$ cat src/rtl/traffic_lane.sv
// One lane of up to MaxCars cars: spawn-time spacing divide, per-frame motion with wrap, hit flags, pixel lookup.
// Optional speed ramp every 64 frames when TRAFFIC_LANE_SPEEDUP_EN is defined.
module traffic_lane #(
    parameter int TileY      = 0,
    parameter int MaxCars    = 8,
    parameter int CarWidth   = 48,
    parameter int CarHeight  = 26,
    parameter int ScreenW    = 640,
    parameter int PlayerSize = 16,
    localparam int CW        = $clog2(MaxCars + 1)
) (
    input  logic          Clk,
    input  logic          Reset,
    input  logic          FrameTick,
    input  logic          SpawnEnable,
    input  logic          Direction,
    input  logic [1:0]    CarType,
    input  logic [CW-1:0] CarCount,
    input  logic [2:0]    CarSpeed,
    input  logic [4:0]    P1HbOffset,
    input  logic [4:0]    P2HbOffset,
    input  logic [9:0]    DrawX,
    input  logic [9:0]    DrawY,
    input  logic [9:0]    P1X,
    input  logic [9:0]    P1Y,
    input  logic [9:0]    P2X,
    input  logic [9:0]    P2Y,
    output logic          Busy,
    output logic          P1Hit,
    output logic          P2Hit,
    output logic          CarPixel,
    output logic [3:0]    Tile,
    output logic [5:0]    PixelX,
    output logic [4:0]    PixelY,
    output logic [2:0]    DbgState
);
    localparam logic [10:0] WORLD_W = 11'(ScreenW + CarWidth);
    localparam logic [9:0]  SPAWN_Y = 10'(16 * TileY - 10);

    // FrameTick and SpawnEnable are single-cycle strobes with no backpressure; Busy flags a spawn in progress.
    typedef enum logic [2:0] {IDLE, LOAD, DIV, SPAWN, RUN} state_t;
    state_t state;

    logic              face_left;
    logic [1:0]        car_type;
    logic [2:0]        speed;
    logic [CW-1:0]     count;
    logic [MaxCars-1:0] valid;
    logic [10:0]       pos [MaxCars];
    logic [10:0]       quo;
    logic [CW-1:0]     rem;
    logic [3:0]        div_cnt;
    logic [CW-1:0]     k;
    logic [10:0]       pos_acc;
    logic              tick_d;
`ifdef TRAFFIC_LANE_SPEEDUP_EN
    logic [5:0]        frame_cnt;
`endif

    logic [CW-1:0] count_in;
    logic [11:0]   prod;
    logic [10:0]   num_in;
    logic [CW:0]   rem_sh;
    logic          div_ge;
    logic          p1_any, p2_any, pix_found;
    logic [5:0]    pix_x;
    logic [4:0]    pix_y;

    assign DbgState = state;
    assign count_in = (CarCount > CW'(MaxCars)) ? CW'(MaxCars) : CarCount;
    assign prod     = 12'(CarWidth) * 12'(count_in);
    assign num_in   = (prod >= 12'(WORLD_W)) ? 11'd0 : 11'(12'(WORLD_W) - prod);
    assign rem_sh   = {rem, quo[10]};
    assign div_ge   = rem_sh >= {1'b0, count};

    function automatic logic [10:0] move(input logic [10:0] p, input logic left, input logic [2:0] s);
        logic [10:0] sp;
        sp = {8'd0, s};
        if (left) move = (p >= sp) ? p - sp : p + WORLD_W - sp;
        else      move = (p + sp >= WORLD_W) ? p + sp - WORLD_W : p + sp;
    endfunction

    // Car box is [p-CarWidth, p); comparisons are shifted by CarWidth so everything stays unsigned.
    function automatic logic box_hit(input logic [10:0] p, input logic [9:0] px, input logic [9:0] py,
                                     input logic [4:0] off);
        logic [11:0] hx0, hx1;
        hx0 = 12'(px) + 12'(off);
        hx1 = 12'(px) + 12'(PlayerSize) - 12'(off);
        if (12'(2 * off) >= 12'(PlayerSize)) box_hit = 1'b0;
        else box_hit = (hx0 < 12'(p)) && (12'(p) < hx1 + 12'(CarWidth)) &&
                       (12'(py) < 12'(SPAWN_Y) + 12'(CarHeight)) &&
                       (12'(SPAWN_Y) < 12'(py) + 12'(PlayerSize));
    endfunction

    always_comb begin
        p1_any    = 1'b0;
        p2_any    = 1'b0;
        pix_found = 1'b0;
        pix_x     = 6'd0;
        pix_y     = 5'(DrawY - SPAWN_Y);
        // Descending scan so the lowest-index covering car is the last writer.
        for (int i = MaxCars - 1; i >= 0; i--) begin
            if (valid[i] && box_hit(pos[i], P1X, P1Y, P1HbOffset)) p1_any = 1'b1;
            if (valid[i] && box_hit(pos[i], P2X, P2Y, P2HbOffset)) p2_any = 1'b1;
            if (valid[i] && (12'(pos[i]) <= 12'(DrawX) + 12'(CarWidth)) && (12'(DrawX) < 12'(pos[i])) &&
                (DrawY >= SPAWN_Y) && (12'(DrawY) < 12'(SPAWN_Y) + 12'(CarHeight))) begin
                pix_found = 1'b1;
                pix_x     = 6'(12'(DrawX) + 12'(CarWidth) - 12'(pos[i]));
            end
        end
    end

    always_ff @(posedge Clk or posedge Reset) begin
        if (Reset) begin
            state     <= IDLE;
            Busy      <= 1'b0;
            face_left <= 1'b0;
            car_type  <= 2'd0;
            speed     <= 3'd0;
            count     <= '0;
            valid     <= '0;
            for (int i = 0; i < MaxCars; i++) pos[i] <= 11'd0;
            quo       <= 11'd0;
            rem       <= '0;
            div_cnt   <= 4'd0;
            k         <= '0;
            pos_acc   <= 11'd0;
            tick_d    <= 1'b0;
            P1Hit     <= 1'b0;
            P2Hit     <= 1'b0;
            CarPixel  <= 1'b0;
            Tile      <= 4'd0;
            PixelX    <= 6'd0;
            PixelY    <= 5'd0;
`ifdef TRAFFIC_LANE_SPEEDUP_EN
            frame_cnt <= 6'd0;
`endif
        end else begin
            tick_d   <= 1'b0;
            CarPixel <= pix_found;
            Tile     <= pix_found ? {1'b0, car_type, face_left} : 4'd0;
            PixelX   <= pix_found ? pix_x : 6'd0;
            PixelY   <= pix_found ? pix_y : 5'd0;
            if (tick_d) begin
                P1Hit <= p1_any;
                P2Hit <= p2_any;
            end
            if (SpawnEnable) begin
                state <= LOAD;
                Busy  <= 1'b1;
            end else begin
                case (state)
                    IDLE: ;
                    LOAD: begin
                        face_left <= Direction;
                        car_type  <= CarType;
                        speed     <= CarSpeed;
                        count     <= count_in;
                        valid     <= '0;
                        quo       <= num_in;
                        rem       <= '0;
                        div_cnt   <= 4'd0;
                        k         <= '0;
                        pos_acc   <= 11'd0;
`ifdef TRAFFIC_LANE_SPEEDUP_EN
                        frame_cnt <= 6'd0;
`endif
                        if (count_in == '0) begin
                            state <= RUN;
                            Busy  <= 1'b0;
                        end else begin
                            state <= DIV;
                        end
                    end
                    DIV: begin
                        quo     <= {quo[9:0], div_ge};
                        rem     <= div_ge ? CW'(rem_sh - {1'b0, count}) : CW'(rem_sh);
                        div_cnt <= div_cnt + 4'd1;
                        if (div_cnt == 4'd10) state <= SPAWN;
                    end
                    SPAWN: begin
                        for (int i = 0; i < MaxCars; i++) begin
                            if (CW'(i) == k) begin
                                pos[i]   <= pos_acc;
                                valid[i] <= 1'b1;
                            end
                        end
                        pos_acc <= pos_acc + quo + 11'(CarWidth);
                        if (k == count - CW'(1)) begin
                            state <= RUN;
                            Busy  <= 1'b0;
                        end else begin
                            k <= k + CW'(1);
                        end
                    end
                    RUN: begin
                        if (FrameTick) begin
                            tick_d <= 1'b1;
                            for (int i = 0; i < MaxCars; i++)
                                if (valid[i]) pos[i] <= move(pos[i], face_left, speed);
`ifdef TRAFFIC_LANE_SPEEDUP_EN
                            frame_cnt <= frame_cnt + 6'd1;
                            if (frame_cnt == 6'd63 && speed != 3'd7) speed <= speed + 3'd1;
`endif
                        end
                    end
                    default: state <= IDLE;
                endcase
            end
        end
    end
endmodule

$ cat config.mk
export PLATFORM = sky130hd
export DESIGN_NAME = traffic_lane
export DESIGN_NICKNAME = d
export VERILOG_FILES = /design/src/rtl/traffic_lane.sv
export SDC_FILE = /design/constraint.sdc
export NUM_CORES = 1
export LEC_CHECK = 0
export ABC_AREA = 1
export CAP_MARGIN = 20
export CORE_MARGIN = 5
export CORE_UTILIZATION = 41
export DETAILED_ROUTE_END_ITERATION = 10
export PLACE_DENSITY_LB_ADDON = 0.3
export SKIP_CTS_REPAIR_TIMING = 1
export SLEW_MARGIN = 20
export SYNTH_ARGS = -nofsm -noshare
export SYNTH_HDL_FRONTEND = slang
export SYNTH_SLANG_ARGS = --single-unit
$ cat constraint.sdc
create_clock -name Clk -period 6.8 [get_ports Clk]
set_input_delay 1.7 -clock Clk [delete_from_list [all_inputs] [get_ports Clk]]
set_output_delay 1.7 -clock Clk [all_outputs]
set_load 0.1 [all_outputs]
# Word-level counts from Yosys, hierarchy flattened

Index checks and enable logic that the tools add are counted.

Register bits after elaboration: 162
Word-level logic and storage cells: 435
Input port bits: 84

Reductions and logical operators: 102
$mul: 1
Eq/ne operators: 35
$add $sub $neg: 67
Muxes and demuxes: 123
Bitwise logic cells: 1
Magnitude comparators: 72

Operator list:

| cell                   | number |
|---|---|
| $mux 11                | 41 |
| $lt 11x12->1           | 16 |
| $lt 11x11->1           | 16 |
| $pmux 88 s2            | 1 |
| $sub 11x3->11          | 16 |
| $add 11x10->11 const B | 8 |
| $add 11x3->11          | 8 |
| $ge 11x10->1 const B   | 8 |
| $ge 11x3->1            | 8 |
| $le 11x11->1           | 8 |
| $lt 10x11->1           | 8 |
| $mux 88                | 1 |
| $sub 11x10->11 const B | 8 |
| $logic_and 1x1->1      | 72 |
| $mux 1                 | 54 |
| $mux 6                 | 9 |
| $sub 6x6->6            | 8 |
| $add 10x5->11 const B  | 4 |
| $pmux 11 s2            | 2 |
| $reduce_and 5->1       | 8 |
| $ne 2x2->1 const B     | 18 |
| $reduce_and 3->1       | 11 |
| $add 12x6->12 const B  | 2 |
| $pmux 4 s2             | 3 |
| 39 further kinds       | 63 |

# Depth between registers and ports, before layout

Gate-level depths: netlist (run 1).

Word-level depth: 16
Depth in mapped cells: 28
Mapped depth without buffers: 28

# Worst setup path before layout (run 1)

No wires, ideal clock.

Path kind: input -> register
Start: input port P1HbOffset[1]
End: register P1Hit
Setup slack: 2.208 ns
Path buffers: 0
Stages on the path: 19
Arrival time: 4.524 ns
Path through: inv_1 -> ha_1 -> ha_1 -> fa_1 -> nand3_1 -> nand2_1 -> a31oi_1 -> xor2_1 -> ha_1 -> a31o_2 -> nor2_1 -> nor2_1 -> nor2_1 -> nand4_1 -> nand4_1 -> nand2_1 -> nand2_1 -> nand2_1 -> nand2_1

Longest elaborated chain between the ends: 15
Elaborated cells on any way between the ends: 60

Ends and longest elaborated chain:

| what                 | RTL line | source |
|---|---|---|
| from (decl)          | 20       | `input logic [4:0] P1HbOffset,` |
| $sub 11x5->12        | 88       | `hx1 = 12'(px) + 12'(PlayerSize) - 12'(off);` |
| $add 12x6->12        | 90       | `else box_hit = (hx0 < 12'(p)) && (12'(p) < hx1 + 12'(CarWidth)) &&` |
| $lt 11x12->1         | 90       |  |
| $logic_and 1x1->1    | 90       |  |
| $logic_and 1x1->1    | 91       | `(12'(py) < 12'(SPAWN_Y) + 12'(CarHeight)) &&` |
| $mux 1               | 89       | `if (12'(2 * off) >= 12'(PlayerSize)) box_hit = 1'b0;` |
| $logic_and 1x1->1    | 103      | `if (valid[i] && box_hit(pos[i], P1X, P1Y, P1HbOffset)) p1_any = 1'b1;` |
| $mux 1 (7 in a row)  | 103      |  |
| $mux 1 (*)           | 103      |  |
| to (signal assigned) | 145      | `P1Hit <= p1_any;` |
| to (decl)            | 29       | `output logic P1Hit,` |

Every way passes the cells marked *; elsewhere a longest branch is shown, timed or not.
A chain may end at the register's enable or synchronous reset.

# Worst setup path in the final report (run 1)

Start: input port DrawX[4]
End: register PixelX[4]

Longest elaborated chain between the ends: 14
Elaborated cells on any way between the ends: 66

Ends and longest elaborated chain:

| what                           | RTL line | source |
|---|---|---|
| from (decl)                    | 22       | `input logic [9:0] DrawX,` |
| $add 10x6->11                  | 108      | `pix_x = 6'(12'(DrawX) + 12'(CarWidth) - 12'(pos[i]));` |
| $le 11x11->1                   | 105      | `if (valid[i] && (12'(pos[i]) <= 12'(DrawX) + 12'(CarWidth)) && (12'(DrawX) < 12'(pos[i])) &&` |
| $logic_and 1x1->1 (3 in a row) | 105      |  |
| $mux 1 (7 in a row)            | 105      |  |
| $mux 1 (*)                     | 105      |  |
| net pix_found                  | 65       | `logic p1_any, p2_any, pix_found;` |
| $mux 6 (*)                     | 142      | `PixelX <= pix_found ? pix_x : 6'd0;` |
| to (signal assigned)           | 142      |  |
| to (decl)                      | 33       | `output logic [5:0] PixelX,` |

The timed path passes the listed nets; every way through them passes the cells marked *.

==> summary.md, run 1 <==
| Metric | Value |
|---|---|
| Status | `finished clean` |
| Placed Cells | `5841` |
| Peak supply drop | `0.000397 V` |
| Post-DP Area | `34500 um^2` |
| Critical path launch point type | `input pin` |
| Worst-path clk slew | `80 ps` |
| # IOs | `106` |
| Slowest stage cell, crit path | `xor2_1` |
| Count of final hold-check violations | `0` |
| GRT busiest layer | `met2` |
| Register-to-Register Path Depth | `20` |
| Routed vias/inst | `5.68` |
| Final setup TNS | `0 ps` |
| Finished Cell Area | `35100 um^2` |
| Number of flops mapped to enable cells by yosys | `0` |
| Synth top area cells | `ha_1 (28%), dfrtp_1 (13%), nand2_1 (12%), inv_1 (7.2%), nor2_1 (5.4%)` |
| Cell Rows | `102` |
| Clk root buf | `clkbuf_16` |
| Final period utilization | `82.3%` |
| Met1 usage | `38.8%` |
| Synthesized area per cell | `6.78 um^2` |
| Worst path arrival time | `6010 ps` |
| Reg2reg end | `pos[42]` |
| Reg-to-reg setup timing slack | `2050 ps` |
| Tmin final | `5600 ps` |
| Most numerous cell in the Yosys netlist | `nand2_1` |
| Final Non-Filler Cells | `5881` |
| Initial DRC count | `3357` |
| Min-Delay Path Depth | `1` |
| Worst slew pin tran | `1250 ps` |
| Achievable clock frequency | `0.179 GHz` |
| Met2 usage | `46.1%` |
| IO Port Bufs | `104` |
| Total grt overflow | `0` |
| CP required | `7210 ps` |
| MaxCap Viol Count | `0` |
| Ys async rst share | `100%` |
| Final antenna-violating net count | `0` |
| GPL Wtd Cong | `1.07` |
| Clock Skews | `11.2 ps` |
| Final-report max-slew violation count | `0` |
| PwrDens | `471 nW/um^2` |
| Mapped Cells | `4689` |
| Placeable Area | `77200 um^2` |
| Initial core utilization | `41.2%` |
| Clk sink count | `162` |
| Rel. slew slack | `16.4%` |
| Crit-path max FO | `8` |
| RR Startpoint | `speed[1]` |
| Drt total wl | `127000 um` |
| H-tree levels | `4` |
| Largest stage delay, worst path | `670 ps` |
| Worst path cell trace | `clkdlybuf4s50_1 > inv_1 > ha_1 > nand3b_1 > xor2_1 > buf_4 > ha_1 > nand2_1 > nor2_1 > nand3_1 > o2111ai_1 > nand2_1 > nand3_1 > inv_1 > nor2_1 > nand4_1 > nor2_4 > inv_2 > nand2_1 > nor2_1` |
| CTS tree | `built` |
| Yosys cell types | `78` |
| Worst-Skew Late Latency | `520 ps` |
| Nets | `5653` |
| Layout cells sized above 1 | `5.26%` |
| Layout Utilization | `45.4%` |
| Synth Warn # | `0` |
| Hpwl dp | `96600 um` |
| Die W | `288 um` |
| Register bit total from synthesis | `162` |
| Ys flop type | `dfrtp_1` |
| Dominant cell type by area after synthesis | `ha_1` |
| Clock buffer count from CTS | `17` |
| Overall Power | `16.5 mW` |
| Clock buffer depth | `2` |
| Worst Hold Class | `register to register` |
| Lkg Pwr | `18.0 nW` |
| Via count of the first global-routing pass | `31100` |
| DR DRC count | `0` |
| Initial antenna violation count | `5` |
| # setup viols final | `0` |
| Synth cell count leaders | `nand2_1 (1053), ha_1 (702), inv_1 (609)` |
| Top-area cell type share of the netlist area | `27.6%` |
| Die height | `288 um` |
| Total track usage | `29.9%` |
| Area grow syn2layout | `10.3%` |
| Global-route wire length before repair | `189000 um` |
| Post-synthesis sequential area ratio | `12.8%` |
| Largest net degree at the start of global routing | `65` |
| Unrepaired setup endpoints after global routing | `no` |
| Met3 usage in global routing | `6.73%` |
| Via Count | `33400` |
| Worst min-delay path endpoint | `Busy` |
| Routed len/inst | `21.6 um` |
| First-pass iteration count of the detailed router | `7` |
| Critical path class | `input pin to register` |
| Crit. End Element | `register` |
| Full die area | `83200 um^2` |
| Hold Startpoint | `Busy` |
| Synth Cell Area | `31800 um^2` |
-- where the power goes --
| group | internal (mW) | total [mW] | switching, mW | leakage, nW |
|---|---|---|---|---|
| combinational | 4.52 | 13.0 | 8.50 | 15.8 |
| sequential | 1.33 | 2.44 | 1.11 | 2.02 |
| clock | 0.490 | 1.04 | 0.550 | 0.275 |
-- metal layers --
layer | vias to the layer above | share of wire (%)
li1 | 15800 | -
met1 | 15700 | 42
met2 | 1532 | 42
met3 | 373 | 9.7
met4 | 0 | 6.4
met5 | - | 0
-- stage by stage --
stage / hold WS (ps) / setup WS (ps)
3_5_place_dp: 471 / 756
2_1_floorplan: 454 / 723
5_1_grt: 510 / 827
4_1_cts: 489 / 1290
3_3_place_gp: 467 / 814
6_report: 486 / 1200
-- worst max-delay path by stage --
stage / start / end / slack [ps] / cells past startpoint
floorplan: Reset / Busy / 720 / 1
global placement: DrawX[4] / PixelX[2] / 810 / 20
detailed placement: DrawX[4] / PixelX[2] / 760 / 20
CTS: DrawX[4] / PixelX[5] / 1290 / 20
global route: DrawX[4] / PixelX[5] / 830 / 20
finish: DrawX[4] / PixelX[4] / 1200 / 20
-- worst max-delay path: cells and delay by family --
family / cells / cell delay (ps)
and+or+nand+nor: 11 / 1810
buffers and inverters: 5 / 1280
xor gates and xnor gates: 1 / 670
adders and majority gates: 2 / 410
AOI/OAI and AO/OA: 1 / 110
-- layout by cell type (no fill, tap or decap), types with 12 or more instances in the layout --
cell / synthesis / layout
fa_1: 47 / 47
inv_1: 609 / 607
clkbuf_16: 0 / 17
inv_2: 38 / 38
o211ai_1: 35 / 35
o21bai_1: 15 / 15
a22oi_1: 12 / 12
nand3b_1: 28 / 28
a21oi_1: 320 / 320
o21ai_0: 243 / 243
nor2_1: 461 / 456
ha_1: 702 / 702
nor2_2: 8 / 12
xor2_1: 150 / 150
nand3_1: 274 / 274
nor3_1: 37 / 37
xnor2_1: 25 / 25
a31oi_1: 54 / 54
clkdlybuf4s50_1: 0 / 104
buf_4: 11 / 92
o22ai_1: 19 / 19
a21boi_0: 14 / 14
o21ai_1: 44 / 44
dfrtp_1: 162 / 161
nand2_1: 1053 / 1053
nand4_1: 72 / 72
-- kinds of logic (layout without fill, tap and decap cells) --
| logic type | count (synthesis) | count (layout) | share of synthesized area [%] |
|---|---|---|---|
| adder cells (fa/ha/maj) | 749 | 749 | 30.6 |
| AND/OR/NAND/NOR | 2002 | 2002 | 26.8 |
| buffers and inverters | 735 | 878 | 8.93 |
| AO/OA/AOI/OAI | 853 | 853 | 15.4 |
| XOR/XNOR | 187 | 187 | 5.51 |
| flip-flops | 162 | 162 | 12.8 |
| other | 1 | 10 | 0.0118 |
-- layout make-up --
class | count | area, um^2
clock buffers | 17 | 425
well taps | 1040 | 1300
fillers | 7992 | 42100
clock inverters | 15 | 161
multi-input cells | 3793 | 24900
diodes | 8 | 20.0
inverters | 650 | 2450
flip-flops and latches | 162 | 4060
repair buffers | 196 | 1730
-- flip-flops by register name, summed over array words and instances (netlist names), 2 cells and up --
name	flops
count	4
DbgState	3
quo	11
pos	88
PixelY	5
PixelX	6
speed	3
Tile	3
div_cnt	4
rem	4
car_type	2
pos_acc	11
k	4
valid	8
No activity file was read; power rests on OpenSTA's default activity.
==> run 2: changes to the inputs <==
==> constraint.sdc (replaced) <==
create_clock -name Clk -period 5.4 [get_ports Clk]
set_input_delay 1.35 -clock Clk [delete_from_list [all_inputs] [get_ports Clk]]
set_output_delay 1.35 -clock Clk [all_outputs]
set_load 0.1 [all_outputs]
==> run 2 against run 1 <==
- die area did not move
- utilization rose by 0.37 points
- total power rose by 28%
- register-to-register slack got worse by 760 ps
- combinational power rose by 28%
- critical path depth fell by 1
- wire length rose by 0.68%
- final area rose by 0.81%
- sequential share of layout area fell by 0.093 points
- clock power rose by 42%
- first-iteration DRC count rose by 1.3%
- via count fell by 0.49%
- largest cell class unchanged
==> summary.md, run 2 (same netlist as run 1, synthesis figures left out) <==
| Metric | Value |
|---|---|
| CTS tree | `built` |
| Final period utilization | `94.2%` |
| Worst slew pin tran | `1150 ps (-97.0 ps)` |
| Worst path cell trace | `clkdlybuf4s50_1 > inv_1 > ha_1 > nand3b_1 > xor2_1 > buf_4 > ha_1 > nand2_1 > nor2_1 > nand3_1 > o2111ai_1 > nand2_1 > nand3_1 > inv_1 > nor2_1 > nand4_1 > nor2_4 > buf_4 > nor2_1` |
| Die W | `288 um (unchanged)` |
| Achievable clock frequency | `0.197 GHz` |
| CP required | `5780 ps (-1430 ps)` |
| Commonest non-fill, non-tap cell in the layout | `nand2_1` |
| Global-route wire length before repair | `191000 um (+0.57%)` |
| Unrepaired setup endpoints after global routing | `no` |
| Most used cell, CP | `nor2_1` |
| Most frequent cells in the layout | `nand2_1 (1053), ha_1 (702), inv_1 (607)` |
| Clock Skews | `33.5 ps (+22.3 ps)` |
| Peak supply drop | `0.000468 V (+18%)` |
| Initial DRC count | `3401 (+1.3%)` |
| Initial antenna violation count | `4 (-1)` |
| Clock buffer count from CTS | `17 (unchanged)` |
| Worst-Skew Late Latency | `540 ps (+20 ps)` |
| Full die area | `83200 um^2 (unchanged)` |
| CP Buf/Inv Count | `5 (unchanged)` |
| Internal | `8.25 mW (+30%)` |
| IO Port Bufs | `104 (unchanged)` |
| Logic pwr share | `78.6% (-0.3 points)` |
| Overall Power | `21.2 mW (+28%)` |
| Routed vias/inst | `5.63 (-0.90%)` |
| Largest stage delay, worst path | `910 ps (+240 ps)` |
| Largest net degree at the start of global routing | `97 (+49%)` |
| Crit-path max FO | `8 (unchanged)` |
| Lkg Pwr | `18.2 nW (+1.0%)` |
| Crit-path leading delay family | `simple AND/OR/NAND/NOR gates` |
| Reg-to-reg setup timing slack | `1290 ps (-760 ps)` |
| Sw Ratio | `61.1% (-0.50 points)` |
| DR DRC count | `0 (unchanged)` |
| Worst path arrival time | `5460 ps (-550 ps)` |
| Crit. End Element | `register` |
| Placeable Area | `77200 um^2 (unchanged)` |
| Area grow syn2layout | `11.2%` |
| Routed len/inst | `21.7 um (+0.27%)` |
| Critical path launch point type | `input pin` |
| Final antenna-violating net count | `0 (unchanged)` |
| Worst setup startpoint | `DrawX[4]` |
| Switching power | `12.9 mW (+27%)` |
| Setup ws final | `311 ps (-890 ps)` |
| Via Count | `33200 (-0.49%)` |
| Sequential share of power | `14.4% (-0.4 points)` |
| Clock power frac | `7.0% (+0.7 points)` |
| Post-placement setup slack | `-93.3 ps (-849 ps)` |
| Worst Hold Class | `register to register` |
| Final-report max-slew violation count | `0 (unchanged)` |
| Tmin final | `5090 ps` |
| Layout Utilization | `45.8% (+0.37 points)` |
| Drt total wl | `128000 um (+0.68%)` |
| Critical path class | `input pin to register` |
| # setup viols final | `0 (unchanged)` |
| Hpwl dp | `97700 um (+1.1%)` |
| Worst-path clk slew | `70 ps (about the same)` |
| Final setup TNS | `0 ps (unchanged)` |
| GPL Wtd Cong | `1.07 (+0.51%)` |
| PwrDens | `599 nW/um^2 (+27%)` |
| Area of the multi-input gates | `24900 um^2 (about the same)` |
| Nets | `5684 (+0.55%)` |
| H-tree levels | `4 (unchanged)` |
| Slowest stage cell, crit path | `xor2_1` |
| Cell Rows | `102 (unchanged)` |
| Clock buffer depth | `2 (unchanged)` |
| Largest registers | `pos: 88 flops, pos_acc: 11 flops, quo: 11 flops` |
| RR Startpoint | `speed[2]` |
| Status | `finished clean` |
| Count of final hold-check violations | `0 (unchanged)` |
| Register Area | `4060 um^2 (unchanged)` |
| Layout cells sized above 1 | `5.82% (+0.56 points)` |
| Initial core utilization | `41.2% (unchanged)` |
| Total track usage | `30.2% (+0.28 points)` |
| Clk sink count | `162 (unchanged)` |
| Die height | `288 um (unchanged)` |
| Largest Register | `pos` |
| Fill cells | `8004 (+0.15%)` |
| Via count of the first global-routing pass | `30900 (-0.50%)` |
| Rel. slew slack | `22.9% (+6.5 points)` |
| Max reg flops | `88 (unchanged)` |
| Hold Startpoint | `car_type[0]` |
| Clk root buf | `clkbuf_16` |
| # IOs | `106 (unchanged)` |
| First-pass iteration count of the detailed router | `8 (+1)` |
| MaxCap Viol Count | `0 (unchanged)` |
| Total grt overflow | `0 (unchanged)` |
-- run 2: changes by cell type in the layout (fill, tap and decap cells not counted), moves of 3 or more --
cell | previous run | this run
buf_4 | 92 | 122
bufinv_16 | 0 | 4
diode_2 | 8 | 1
clkinv_8 | 3 | 0
inv_8 | 6 | 2
-- run 2: routing by layer --
metal | wire (um) | global-route usage, %
met1 | 53800 | 40.2
met2 | 54600 | 47.2
met3 | 12100 | 5.71
met4 | 7460 | 14.4
met5 | 9 | 0
-- run 2: layout make-up --
| type | instances | area share, % |
|---|---|---|
| inverters | 650 | 6.92 |
| multi-input cells | 3793 | 70.5 |
| diodes | 1 | 0.00708 |
| clock buffers | 20 | 1.26 |
| repair buffers | 227 | 5.59 |
| well taps | 1040 | 3.68 |
| clock inverters | 12 | 0.549 |
| flip-flops and latches | 162 | 11.5 |
-- run 2: path summary, 6_finish.rpt --
check / cells past startpoint / end
worst max-delay path: 19 / Tile[0]
worst min-delay path: 2 / Tile[1]
worst max register to register: 19 / pos[42]
worst min register to register: 2 / Tile[1]
max in group asynchronous: 3 / pos[69]
min in group asynchronous: 2 / pos[33]
-- run 2: per-stage QoR --
stage	std cells	hold slack, ps	instance area (um^2)
finish	5905	498	35400
global route	5904	513	35300
CTS	5904	498	35300
detailed placement	5872	466	34700
global placement	5872	467	34700
floorplan	4690	454	31800
-- run 2: power groups by stage --
stage	clock network (mW)	registers [mW]	logic, mW
3_3_place_gp	0	2.99	16.0
4_1_cts	1.50	2.97	16.3
2_1_floorplan	0	2.54	11.6
3_5_place_dp	0	2.99	16.2
5_1_grt	1.54	3.06	18.7
6_report	1.48	3.05	16.7
-- run 2: worst reg2reg max path: stages (launching register included) --
cell and delay (ps):
dfrtp_1 380, inv_1 680, ha_1 490, inv_2 130
nand3_1 90, a21boi_1 310, xor2_1 180, inv_1 90
ha_1 140, inv_1 90, nor4_1 350, nand3_1 140
nor2_1 140, o21ai_2 80, nand2_2 190, nand2_1 90
or2_1 210, nand3_1 70, nand2_1 60, a21oi_1 110
